[config.mk]
export PLATFORM = sky130hd
export DESIGN_NAME = ddr2_lfsr8_err_capture
export DESIGN_NICKNAME = d
export VERILOG_FILES = /design/src/rtl/ddr2_lfsr8_err_capture.sv
export SDC_FILE = /design/constraint.sdc
export NUM_CORES = 1
export LEC_CHECK = 0
export CORE_ASPECT_RATIO = 2
export CORE_MARGIN = 3
export CORE_UTILIZATION = 40
export DETAILED_ROUTE_END_ITERATION = 10
export HOLD_SLACK_MARGIN = 0.02
export PLACE_DENSITY = 0.74
export SLEW_MARGIN = 20
export SYNTH_ARGS = -nofsm -noshare
export SYNTH_HDL_FRONTEND = slang
export SYNTH_SLANG_ARGS = --single-unit
[constraint.sdc]
create_clock -name clk -period 2 [get_ports clk]
set_input_delay 0.5 -clock clk [delete_from_list [all_inputs] [get_ports clk]]
set_output_delay 0.5 -clock clk [all_outputs]
set_load 0.05 [all_outputs]
[src/rtl/ddr2_lfsr8_err_capture.sv]
// Saturating mismatch counter, first-error capture and pass flag for the LFSR8 checker.
// All outputs are registered; clear_i starts a fresh run.
module ddr2_lfsr8_err_capture (
  input  logic        clk,
  input  logic        reset_n,
  input  logic        clear_i,
  input  logic        cmp_i,
  input  logic        mismatch_i,
  input  logic [7:0]  exp_i,
  input  logic [7:0]  rcv_i,
  input  logic [15:0] idx_i,
  output logic        err_pulse_o,
  output logic [15:0] err_count_o,
  output logic [7:0]  first_err_exp_o,
  output logic [7:0]  first_err_rcv_o,
  output logic [15:0] first_err_idx_o,
  output logic        pass_o
);

  logic        err_pulse_q, err_pulse_d;
  logic [15:0] err_count_q, err_count_d;
  logic [7:0]  first_exp_q, first_exp_d;
  logic [7:0]  first_rcv_q, first_rcv_d;
  logic [15:0] first_idx_q, first_idx_d;
  logic        pass_q, pass_d;

  always_comb begin
    err_pulse_d = 1'b0;
    err_count_d = err_count_q;
    first_exp_d = first_exp_q;
    first_rcv_d = first_rcv_q;
    first_idx_d = first_idx_q;
    pass_d      = pass_q;
    if (clear_i) begin
      err_count_d = '0;
      first_exp_d = '0;
      first_rcv_d = '0;
      first_idx_d = '0;
      pass_d      = 1'b1;
    end else if (cmp_i && mismatch_i) begin
      err_pulse_d = 1'b1;
      pass_d      = 1'b0;
      // the count only reads zero before the first error of a run
      if (err_count_q == 16'h0000) begin
        first_exp_d = exp_i;
        first_rcv_d = rcv_i;
        first_idx_d = idx_i;
      end
      if (err_count_q != 16'hFFFF) err_count_d = err_count_q + 16'h0001;
    end
  end

  always_ff @(posedge clk or negedge reset_n) begin
    if (!reset_n) begin
      err_pulse_q <= 1'b0;
      err_count_q <= '0;
      first_exp_q <= '0;
      first_rcv_q <= '0;
      first_idx_q <= '0;
      pass_q      <= 1'b1;
    end else begin
      err_pulse_q <= err_pulse_d;
      err_count_q <= err_count_d;
      first_exp_q <= first_exp_d;
      first_rcv_q <= first_rcv_d;
      first_idx_q <= first_idx_d;
      pass_q      <= pass_d;
    end
  end

  assign err_pulse_o     = err_pulse_q;
  assign err_count_o     = err_count_q;
  assign first_err_exp_o = first_exp_q;
  assign first_err_rcv_o = first_rcv_q;
  assign first_err_idx_o = first_idx_q;
  assign pass_o          = pass_q;

endmodule

Word-level counts from Yosys, hierarchy flattened

Index checks and enable logic that the tools add are counted.

$add $sub $neg: 1
Equality and inequality tests: 1
Mux-type cells: 16
Reductions and logical operators: 7

Operators with widths:

| kind                    | count |
|---|---|
| $mux W16                | 6 |
| $mux W8                 | 6 |
| $add A16 B1 Y16 const B | 1 |
| $logic_not A16 Y1       | 1 |
| $ne A16 B16 Y1 const B  | 1 |
| $reduce_bool A2 Y1      | 3 |
| $mux W1                 | 4 |
| $reduce_and A2 Y1       | 2 |
| $logic_and A1 B1 Y1     | 1 |

Flip-flop bits (word level): 50
Input port bits: 37
Output and inout port bits: 50

Logic depth before layout (Yosys ltp)

Gate-level depths: netlist of the first run.

Depth after elaboration: 4
Gate-level depth with buffers: 7
Depth with buffers taken out: 6

Worst setup path before layout of the first run

OpenSTA, ideal clock, no wires.

Kind: register to register
Start: reg err_count_q[8], in the netlist err_count_o[8]
End: reg err_count_q[6], in the netlist err_count_o[6]
Library setup time: 0.119 ns
Arrival time: 1.974 ns
Setup slack: -0.093 ns
Cell stages (with the launch flop): 6
Buffers on the path: 1
Period minus slack after synthesis: 2.093 ns
Path through: dfrtp_1 > nand4_1 > nor4_4 > buf_2 > nor4_1 > o21ba_2

Longest elaborated chain between the ends: 3

RTL lines:

| item                                | RTL line | RTL |
|---|---|---|
| from (decl)                         | 21       | `logic [15:0] err_count_q, err_count_d;` |
| from (signal assigned)              | 63       | `err_count_q <= err_count_d;` |
| $ne A16 B16 Y1                      | 49       | `if (err_count_q != 16'hFFFF) err_count_d = err_count_q + 16'h0001;` |
| $reduce_bool A2 Y1 (no source line) | n/a      |  |
| $reduce_and A2 Y1 (no source line)  | n/a      |  |

No other way between the ends.
A chain may end at the register's enable or synchronous reset.

Worst setup path after layout of the first run

Start: reg err_count_q[12], in the netlist err_count_o[12]
End: reg first_rcv_q[2], in the netlist first_err_rcv_o[2]

Longest elaborated chain between the ends: 3

RTL lines:

| item                                | RTL line | RTL |
|---|---|---|
| $logic_not A16 Y1                   | 44       | `if (err_count_q == 16'h0000) begin` |
| $reduce_bool A2 Y1 (no source line) | n/a      |  |
| $reduce_and A2 Y1 (no source line)  | n/a      |  |
| to (signal assigned)                | 65       | `first_rcv_q <= first_rcv_d;` |
| to (decl)                           | 23       | `logic [7:0] first_rcv_q, first_rcv_d;` |

No other way between the ends.

==> results of run 1 <==
worst register-to-register path, stage by stage (launching register included):
cell and delay, ns:
dfrtp_2 0.41, or4_1 0.59, nor4_2 0.19, a31oi_2 0.14
buf_12 0.20, a22o_1 0.25
metal layers:
metal / vias to the layer above / part of all wire [%] / wire length [um] / track usage, %
met1: 971 / 37 / 2278 / 23.33
met4: 0 / 1.5 / 91 / 6.354
met5: - / 0 / 0 / 0
met3: 6 / 4.3 / 267 / 3.730
li1: 924 / - / - / -
met2: 49 / 58 / 3570 / 36.07
registers in the layout, summed over array words and instances (netlist names):
name and cells:
first_err_idx_o 16, first_err_rcv_o 8, first_err_exp_o 8, err_pulse_o 1, pass_o 1, err_count_o 16
what timing repair did:
action,in CTS,in global routing
setup buffers,0,0
pin swaps,0,0
hold buffers,0,0
gates resized for setup,1,10
setup endpoints to repair,1,10
cell usage after synthesis (all sizes together) (2+ instances only):
library cell / number
o31ai: 8
inv: 4
or4: 7
and2: 2
dfrtp: 49
nor3: 2
or2: 2
a22o: 32
and3: 2
nor4: 8
or3: 7
nor2: 3
clkbuf: 2
buf: 8
nand3: 3
nand2: 7
o21ai: 5
ha: 2
a21oi: 14
nand2b: 3
nand4: 8
power by group:
part / switching (uW) / internal, uW
Clock: 348 / 372
Sequential: 21.0 / 1050
Combinational: 230 / 159
area by class of cell:
class,instances,area (um^2),area share [%]
Sequential cell,50,1257,38.11
Multi-Input combinational cell,123,890.9,27.00
Tap cell,58,72.57,2.199
Clock buffer,5,68.82,2.086
Clock inverter,3,45.04,1.365
Inverter,4,15.01,0.4551
Timing Repair Buffer,105,949.7,28.78
stage by stage:
| stage | std cells | setup slack [ns] | setup TNS, ns |
|---|---|---|---|
| after floorplan | 187 | -0.04822 | -0.04822 |
| after global placement | 340 | -0.05638 | -1.714 |
| after detailed placement | 340 | -0.08349 | -2.544 |
| after CTS | 348 | 0.003502 | 0 |
| after global routing | 348 | 0.001078 | 0 |
| final | 348 | 0.1129 | 0 |
layout by cell type, fill, tap and decap left out, types with 3 or more instances in the layout:
cell and count:
nor2_1 3, nand4_1 8, nand2b_1 3, inv_1 4
nand3_1 3, or4_1 7, o31ai_1 8, dlymetal6s2s_1 10
o21ai_0 5, nand2_1 7, dfrtp_1 45, clkbuf_8 5
nor4_1 4, a22o_1 32, or3_1 7, clkdlybuf4s50_1 35
buf_4 56, dfrtp_2 4, a21oi_1 14
path summary, 6_finish.rpt:
check,start,to,slack (ns),depth (start not counted)
max,err_count_o[12],first_err_rcv_o[2],0.11,5
min,reset_n,err_count_o[15],0.22,1
max reg2reg,err_count_o[12],first_err_rcv_o[2],0.11,5
min reg2reg,first_err_rcv_o[6],first_err_rcv_o[6],0.50,1
max in group asynchronous,reset_n,first_err_idx_o[6],1.21,2
min in group clk,first_err_rcv_o[6],first_err_rcv_o[6],0.50,1
kinds of logic (layout without fill, tap and decap cells):
logic type / after synthesis / count (layout)
buffers and inverters: 14 / 117
and+or+nand+nor: 56 / 56
adders and majority gates: 2 / 2
DFF: 50 / 50
AOI/OAI and AO/OA: 64 / 64
muxes: 1 / 1
==> results.md, run 1 <==
- WHS: 0.2175 ns
- Synth Warn #: 0
- Maximum capacitance violations: 0
- #FFs+latches synth: 50
- Die area: 6520 um^2
- Fin. max-slew vios: 0
- First-pass GRT wire length: 10150 um
- Largest family of logic cells by synthesized area: compound AO/OA/AOI/OAI gates
- FFs w/ async S/R, synth: 100.0%
- Arrival @ worst endpoint: 2.09 ns
- Core Area: 5231 um^2
- Final Hold Viols: 0
- Nets: 328
- Fill count: 455
- Peak VDD IR: 0.0007193 V
- Min-delay worst type: input port to async pin
- Yosys cell types: 35
- Synth top area cells: dfrtp_1 (55%), a22o_1 (13%), a21oi_1 (3.2%), o31ai_1 (2.7%), or4_1 (2.4%)
- Largest net degree at the start of global routing: 33
- 1st-iter DRT viols: 80
- Mapped Nets: 226
- Die Ht: 111.2 um
- Synth Area in Adders: 1.130%
- Share of cells above drive strength 1: 27.24%
- Ant. Diodes: 0
- Via Count: 1950
- Slew @ Worst Pin: 0.6852 ns
- Global route overflow: 0
- Clock transition at path regs: 0.10 ns
- Routed vias/inst: 5.603
- Root buf cell: clkbuf_8
- Slowest stage delay, CP: 0.59 ns
- Area leader, netlist: dfrtp_1
- Cells after Synth: 187
- RSZ-0062 raised after global routing: no
- GP Congestion: 0.8323
- PwrDens: 659.6 nW/um^2
- Yosys top cell area share: 55.37%
- Multiplexer share of the synthesized area: 0.4520%
- Crit. End Element: register
- Total power: 2176 uW
- Detailed placement HPWL: 4719 um
- DRC violations left: 0
- Slowest CP cell: or4_1
- P_leak: 0.001656 uW
- Area grow syn2layout: 48.98%
- CTS tree: done
- Slew HR: 54.32%
- Avg Synthesized Cell Area: 11.84 um^2
- Post-synthesis xor/xnor area fraction: 0%
- Synthesized cell area: 2215 um^2
- Status: complete, no violations
- Clk buf depth: 2
- I/O Pins: 87
- CTS Sinks: 50
- Required @ worst endpoint: 2.20 ns
- Starting Density: 42.33%
- CP max FO: 32
- Post-route ant nets: 0
- Finished Core Util: 63.07%
- Vias in the first global route: 1948
- Critical path type: register to register
- Final Cell Area: 3299 um^2
- Final Critical Period: 1.887 ns
- Initial antenna violation count: 0
- Placed cell area: 3162 um^2
- Critical-path cell list: or4_1, nor4_2, a31oi_2, buf_12, a22o_1
- CP top delay family: simple AND/OR/NAND/NOR gates
- Synth Area in Compound Gates: 21.81%
- Clk_skew: 0.01484 ns
- GRT Total Usage: 20.17%
- FMAX: 529.9 MHz
- FP Rows: 37
- Post-synthesis simple-gate area fraction: 16.44%
- Period utilisation layout: 94.36%
- Sequential share of the synthesized area: 56.55%
- Ys flop type: dfrtp_1
- Buf/Inv on CP: 1
- Port Buffers: 86
- Pre-antenna DRT Iters: 4
- Post-synth EDFFs: 0
- Average routed wire per standard cell: 17.84 um
- Die X: 58.62 um
- Startpoint types: register
- Final WL: 6207 um
- Clock Latency Late Sink: 0.32 ns
- Final setup fails: 0
- H-Tree Depth: 2
- Inserted Clock Buffers: 5
No activity file was read; power rests on OpenSTA's default activity.
==> run 2: changes to the inputs <==
--- a/config.mk
+++ b/config.mk
@@ -6,11 +6,12 @@
 export NUM_CORES = 1
 export LEC_CHECK = 0
 export CORE_ASPECT_RATIO = 2
-export CORE_MARGIN = 3
-export CORE_UTILIZATION = 40
+export CORE_MARGIN = 8
+export CORE_UTILIZATION = 43
 export DETAILED_ROUTE_END_ITERATION = 10
 export HOLD_SLACK_MARGIN = 0.02
-export PLACE_DENSITY = 0.74
+export MAX_ROUTING_LAYER = met4
+export PLACE_DENSITY = 0.79
 export SLEW_MARGIN = 20
 export SYNTH_ARGS = -nofsm -noshare
 export SYNTH_HDL_FRONTEND = slang
==> results.md, run 2 (synthesis gave the netlist of run 1 again) <==
- Vias in the first global route: 2097
- Pre-antenna DRT Iters: 4
- Die area: 7842 um^2
- Sequential cell area: 1257 um^2
- Layout Cells excl Fill: 342
- Most common cell after layout, fill and taps aside: buf_4
- Fin. max-slew vios: 0
- CP top delay family: buffers and inverters
- Initial antenna violation count: 0
- Critical path type: register to output port
- Final setup fails: 0
- Ant. Diodes: 0
- Maximum capacitance violations: 0
- RSZ-0062 raised after global routing: no
- Min-delay worst type: input port to async pin
- Arrival @ worst endpoint: 1.46 ns
- Crit. End Element: output port
- FP Rows: 37
- Commonest cells after routing, fill and taps aside: buf_4 (55), dfrtp_1 (45), clkdlybuf4s50_1 (37), a22o_1 (32), a21oi_1 (14)
- Area grow syn2layout: 45.20%
- Starting Density: 43.89%
- CTS tree: done
- Die X: 66.75 um
- Reg2reg setup slack: 0.13 ns
- I/O Pins: 87
- Total power: 2059 uW
- Top layer in use: met4
- Startpoint types: register
- Share of cells above drive strength 1: 27.82%
- Detailed-routed wire length on met3: 457 um
- Dpl ws: -0.1223 ns
- Fill count: 413
- Crit Reg-Reg Startpoint: err_count_o[11]
- Area of the multi-input gates: 890.9 um^2
- CTS Sinks: 50
- P_leak: 0.001509 uW
- Port Buffers: 86
- Critical-path cell list: clkdlybuf4s50_1
- Post-route ant nets: 0
- Worst setup margin: 0.03946 ns
- Met2 routed WL: 2706 um
- Placed insts: 334
- Slew @ Worst Pin: 0.5358 ns
- Reg2Reg Depth: 5
- Slowest stage delay, CP: 0.80 ns
- Buf/Inv on CP: 1
- Die Ht: 117.5 um
- Root buf cell: clkbuf_8
- Average routed wire per standard cell: 17.52 um
- Clock transition at path regs: 0.10 ns
- Nets: 322
- PwrDens: 640.4 nW/um^2
- Routed vias/inst: 5.734
- Routed length on met1: 2767 um
- Detailed placement HPWL: 4507 um
- Finished Core Util: 63.72%
- Inserted Clock Buffers: 5
- # Post-CTS Setup Buffers: 0
- Period utilisation layout: 98.03%
- Final Critical Period: 1.961 ns
- Slowest CP cell: clkdlybuf4s50_1
- Largest net degree at the start of global routing: 33
- Status: complete, no violations
- Clk_skew: 0.01091 ns
- Clock Latency Late Sink: 0.30 ns
- GP Congestion: 0.8732
- Via Count: 1961
- First-pass GRT wire length: 9763 um
- Final Hold Viols: 0
- Global route overflow: 0
- RR Endpoint: first_err_exp_o[4]
- DRC violations left: 0
- GRT Total Usage: 15.57%
- CP max FO: 2
- Slew HR: 64.22%
- Clk buf depth: 2
- Peak VDD IR: 0.0005826 V
- Required @ worst endpoint: 1.50 ns
- H-Tree Depth: 2
- Core Area: 5046 um^2
- 1st-iter DRT viols: 62
- Final WL: 5993 um
- CP Depth: 1
- FMAX: 510.1 MHz
[run 2: repair_timing]
action,in CTS,in global routing
endpoints found under the setup margin,0,3
gates resized for setup,0,3
hold buffers,0,0
[run 2: worst max-delay path by stage]
stage,from,endpoint,slack (ns)
finish,first_err_rcv_o[6],first_err_rcv_o[6],0.04
global route,first_err_rcv_o[6],first_err_rcv_o[6],0.005
CTS,first_err_rcv_o[0],first_err_rcv_o[0],0.007
detailed placement,cmp_i,err_count_o[9],-0.12
global placement,cmp_i,err_count_o[9],-0.06
floorplan,err_count_o[11],err_count_o[6],-0.05
[run 2: layout make-up]
class | count | area share, %
clock buffers | 5 | 2.140
well taps | 58 | 2.257
multi-input cells | 123 | 27.70
flip-flops and latches | 50 | 39.11
clock inverters | 3 | 0.7782
inverters | 4 | 0.4669
repair buffers | 99 | 27.55
[run 2: layer usage]
metal  up-vias  track usage [%]
met1       940            20.18
met5         -                -
li1        919                -
met4         0            3.769
met2        96            23.54
met3         6            3.908
[run 2: metrics by stage]
step | instance area, um^2 | hold WS [ns] | setup TNS, ns
2_1_floorplan | 2220 | 0.2044 | -0.04822
3_3_place_gp | 3114 | 0.4882 | -1.466
3_5_place_dp | 3114 | 0.4898 | -2.256
4_1_cts | 3208 | 0.1723 | 0
5_1_grt | 3216 | 0.1912 | 0
6_report | 3216 | 0.1640 | 0
[run 2: report_power, final]
group | total [uW] | internal (uW) | switching (uW)
registers | 1070 | 1050 | 23.1
logic | 386 | 158 | 228
clock network | 603 | 253 | 350
total | 2060 | 1460 | 601
==> run 3: changes to the inputs <==
--- a/config.mk
+++ b/config.mk
@@ -6,7 +6,6 @@
 export NUM_CORES = 1
 export LEC_CHECK = 0
 export CORE_ASPECT_RATIO = 2
-export CORE_MARGIN = 8
 export CORE_UTILIZATION = 43
 export DETAILED_ROUTE_END_ITERATION = 10
 export HOLD_SLACK_MARGIN = 0.02
==> results.md, run 3 (synthesis gave the netlist of run 1 again) <==
- DRC violations left: 0
- PwrDens: 614.9 nW/um^2
- Critical-path cell list: clkdlybuf4s50_1
- Share of cells above drive strength 1: 23.97%
- Post-route ant nets: 0
- Largest net degree at the start of global routing: 47
- Global route overflow: 0
- Sequential cell area: 1257 um^2
- Slew @ Worst Pin: 0.5100 ns
- Peak VDD IR: 0.0005079 V
- Most common cell after layout, fill and taps aside: clkdlybuf4s50_1
- Clk_skew: 0.007837 ns
- Die Ht: 103.5 um
- GP Congestion: 0.9580
- CTS Sinks: 50
- Final Hold Viols: 0
- Area of the multi-input gates: 895.9 um^2
- Area grow syn2layout: 50.90%
- Min-delay worst type: register to register
- Clk buf depth: 2
- Clock Latency Late Sink: 0.30 ns
- Arrival @ worst endpoint: 1.46 ns
- Die X: 52.75 um
- Critical path type: register to output port
- 1st-iter DRT viols: 30
- Slowest stage delay, CP: 0.80 ns
- Required @ worst endpoint: 1.50 ns
- Slew HR: 65.94%
- Final Critical Period: 1.959 ns
- Met1 usage: 25.90%
- Nets: 330
- Met2 Usage GRT: 41.48%
- Final WL: 5897 um
- Routed vias/inst: 5.817
- GR peak layer: met2
- Post-Route Setup TNS: 0 ns
- WHS: 0.5023 ns
- CP max FO: 2
- Via Count: 2030
- Period utilisation layout: 97.97%
- P_leak: 0.001640 uW
- GRT Total Usage: 24.18%
- Ant. Diodes: 0
- Crit. End Element: output port
- Commonest cells after routing, fill and taps aside: clkdlybuf4s50_1 (46), dfrtp_1 (45), buf_4 (45), a22o_1 (32), a21oi_1 (14)
- Port Buffers: 86
- Placed insts: 337
- Fill count: 406
- Initial antenna violation count: 0
- FMAX: 510.4 MHz
- Slowest CP cell: clkdlybuf4s50_1
- Inserted Clock Buffers: 5
- Final setup fails: 0
- Pre-antenna DRT Iters: 5
- Average routed wire per standard cell: 16.90 um
- Startpoint types: register
- CTS tree: done
- Starting Density: 45.11%
- FP Rows: 36
- Fin. max-slew vios: 0
- CP top delay family: buffers and inverters
- First-pass GRT wire length: 9349 um
- Detailed placement HPWL: 4296 um
- Layout Cells excl Fill: 349
- Root buf cell: clkbuf_8
- Grt met3 use: 3.216%
- Status: complete, no violations
- H-Tree Depth: 2
- Core Area: 4910 um^2
- Maximum capacitance violations: 0
- Vias in the first global route: 2008
- Clock transition at path regs: 0.09 ns
- Die area: 5459 um^2
- I/O Pins: 87
- Buf/Inv on CP: 1
-- run 3: cell types whose count changed in the layout (fill, tap and decap cells not counted) --
| cell | change |
|---|---|
| clkinv_4 | -1 |
| clkdlybuf4s50_1 | +9 |
| dlymetal6s2s_1 | +7 |
| dlygate4sd2_1 | +1 |
| inv_6 | -1 |
| nor3_2 | +1 |
| buf_4 | -10 |
| clkinv_2 | +1 |
| nor3_1 | -1 |
| clkbuf_8 | +1 |
| dlygate4sd3_1 | +1 |
-- run 3: routing by layer --
metal  routed length (um)  part of all wire, %
met1                 2191                   37
met2                 3181                   54
met3                  270                  4.6
met4                  253                  4.3
met5                    0                    0
-- run 3: stage by stage --
step | area, um^2 | power [uW] | setup slack, ns | utilization, %
finish | 3342 | 2055 | 0.04065 | 68.07
global route | 3342 | 2139 | -0.01046 | 68.07
CTS | 3289 | 2085 | 0.02105 | 67.00
detailed placement | 3186 | 1483 | -0.1041 | 64.88
global placement | 3186 | 1479 | -0.06824 | 64.88
floorplan | 2220 | 1292 | -0.04822 | -
-- run 3: layout make-up --
| class | count | area share [%] |
|---|---|---|
| clock buffer | 6 | 2.471 |
| clock inverter | 2 | 0.3744 |
| inverter | 4 | 0.4493 |
| multi-input combinational | 123 | 26.81 |
| sequential | 50 | 37.63 |
| tap | 57 | 2.134 |
| timing repair buffer | 107 | 30.14 |
-- run 3: path summary, 6_finish.rpt --
check | startpoint | endpoint | slack (ns) | cells past startpoint
worst max-delay path | first_err_idx_o[14] | first_err_idx_o[14] | 0.04 | 1
worst min-delay path | first_err_idx_o[5] | first_err_idx_o[5] | 0.50 | 1
worst max register to register | err_count_o[11] | first_err_idx_o[6] | 0.08 | 5
worst min register to register | first_err_idx_o[5] | first_err_idx_o[5] | 0.50 | 1
max in group asynchronous | reset_n | pass_o | 0.92 | 3
min in group asynchronous | reset_n | err_count_o[1] | 0.56 | 2
-- run 3: where the power goes --
part / internal, uW / switching, uW
Combinational: 164 / 228
Sequential: 1050 / 19.7
Clock: 278 / 318
-- run 3: timing repair --
item	CTS	global route
endpoints found under the hold margin	4	0
setup endpoints to repair	1	13
gates resized for setup	1	11
buffers inserted	0	3
hold buffers	1	0
cloned	0	0
pin swaps	0	1
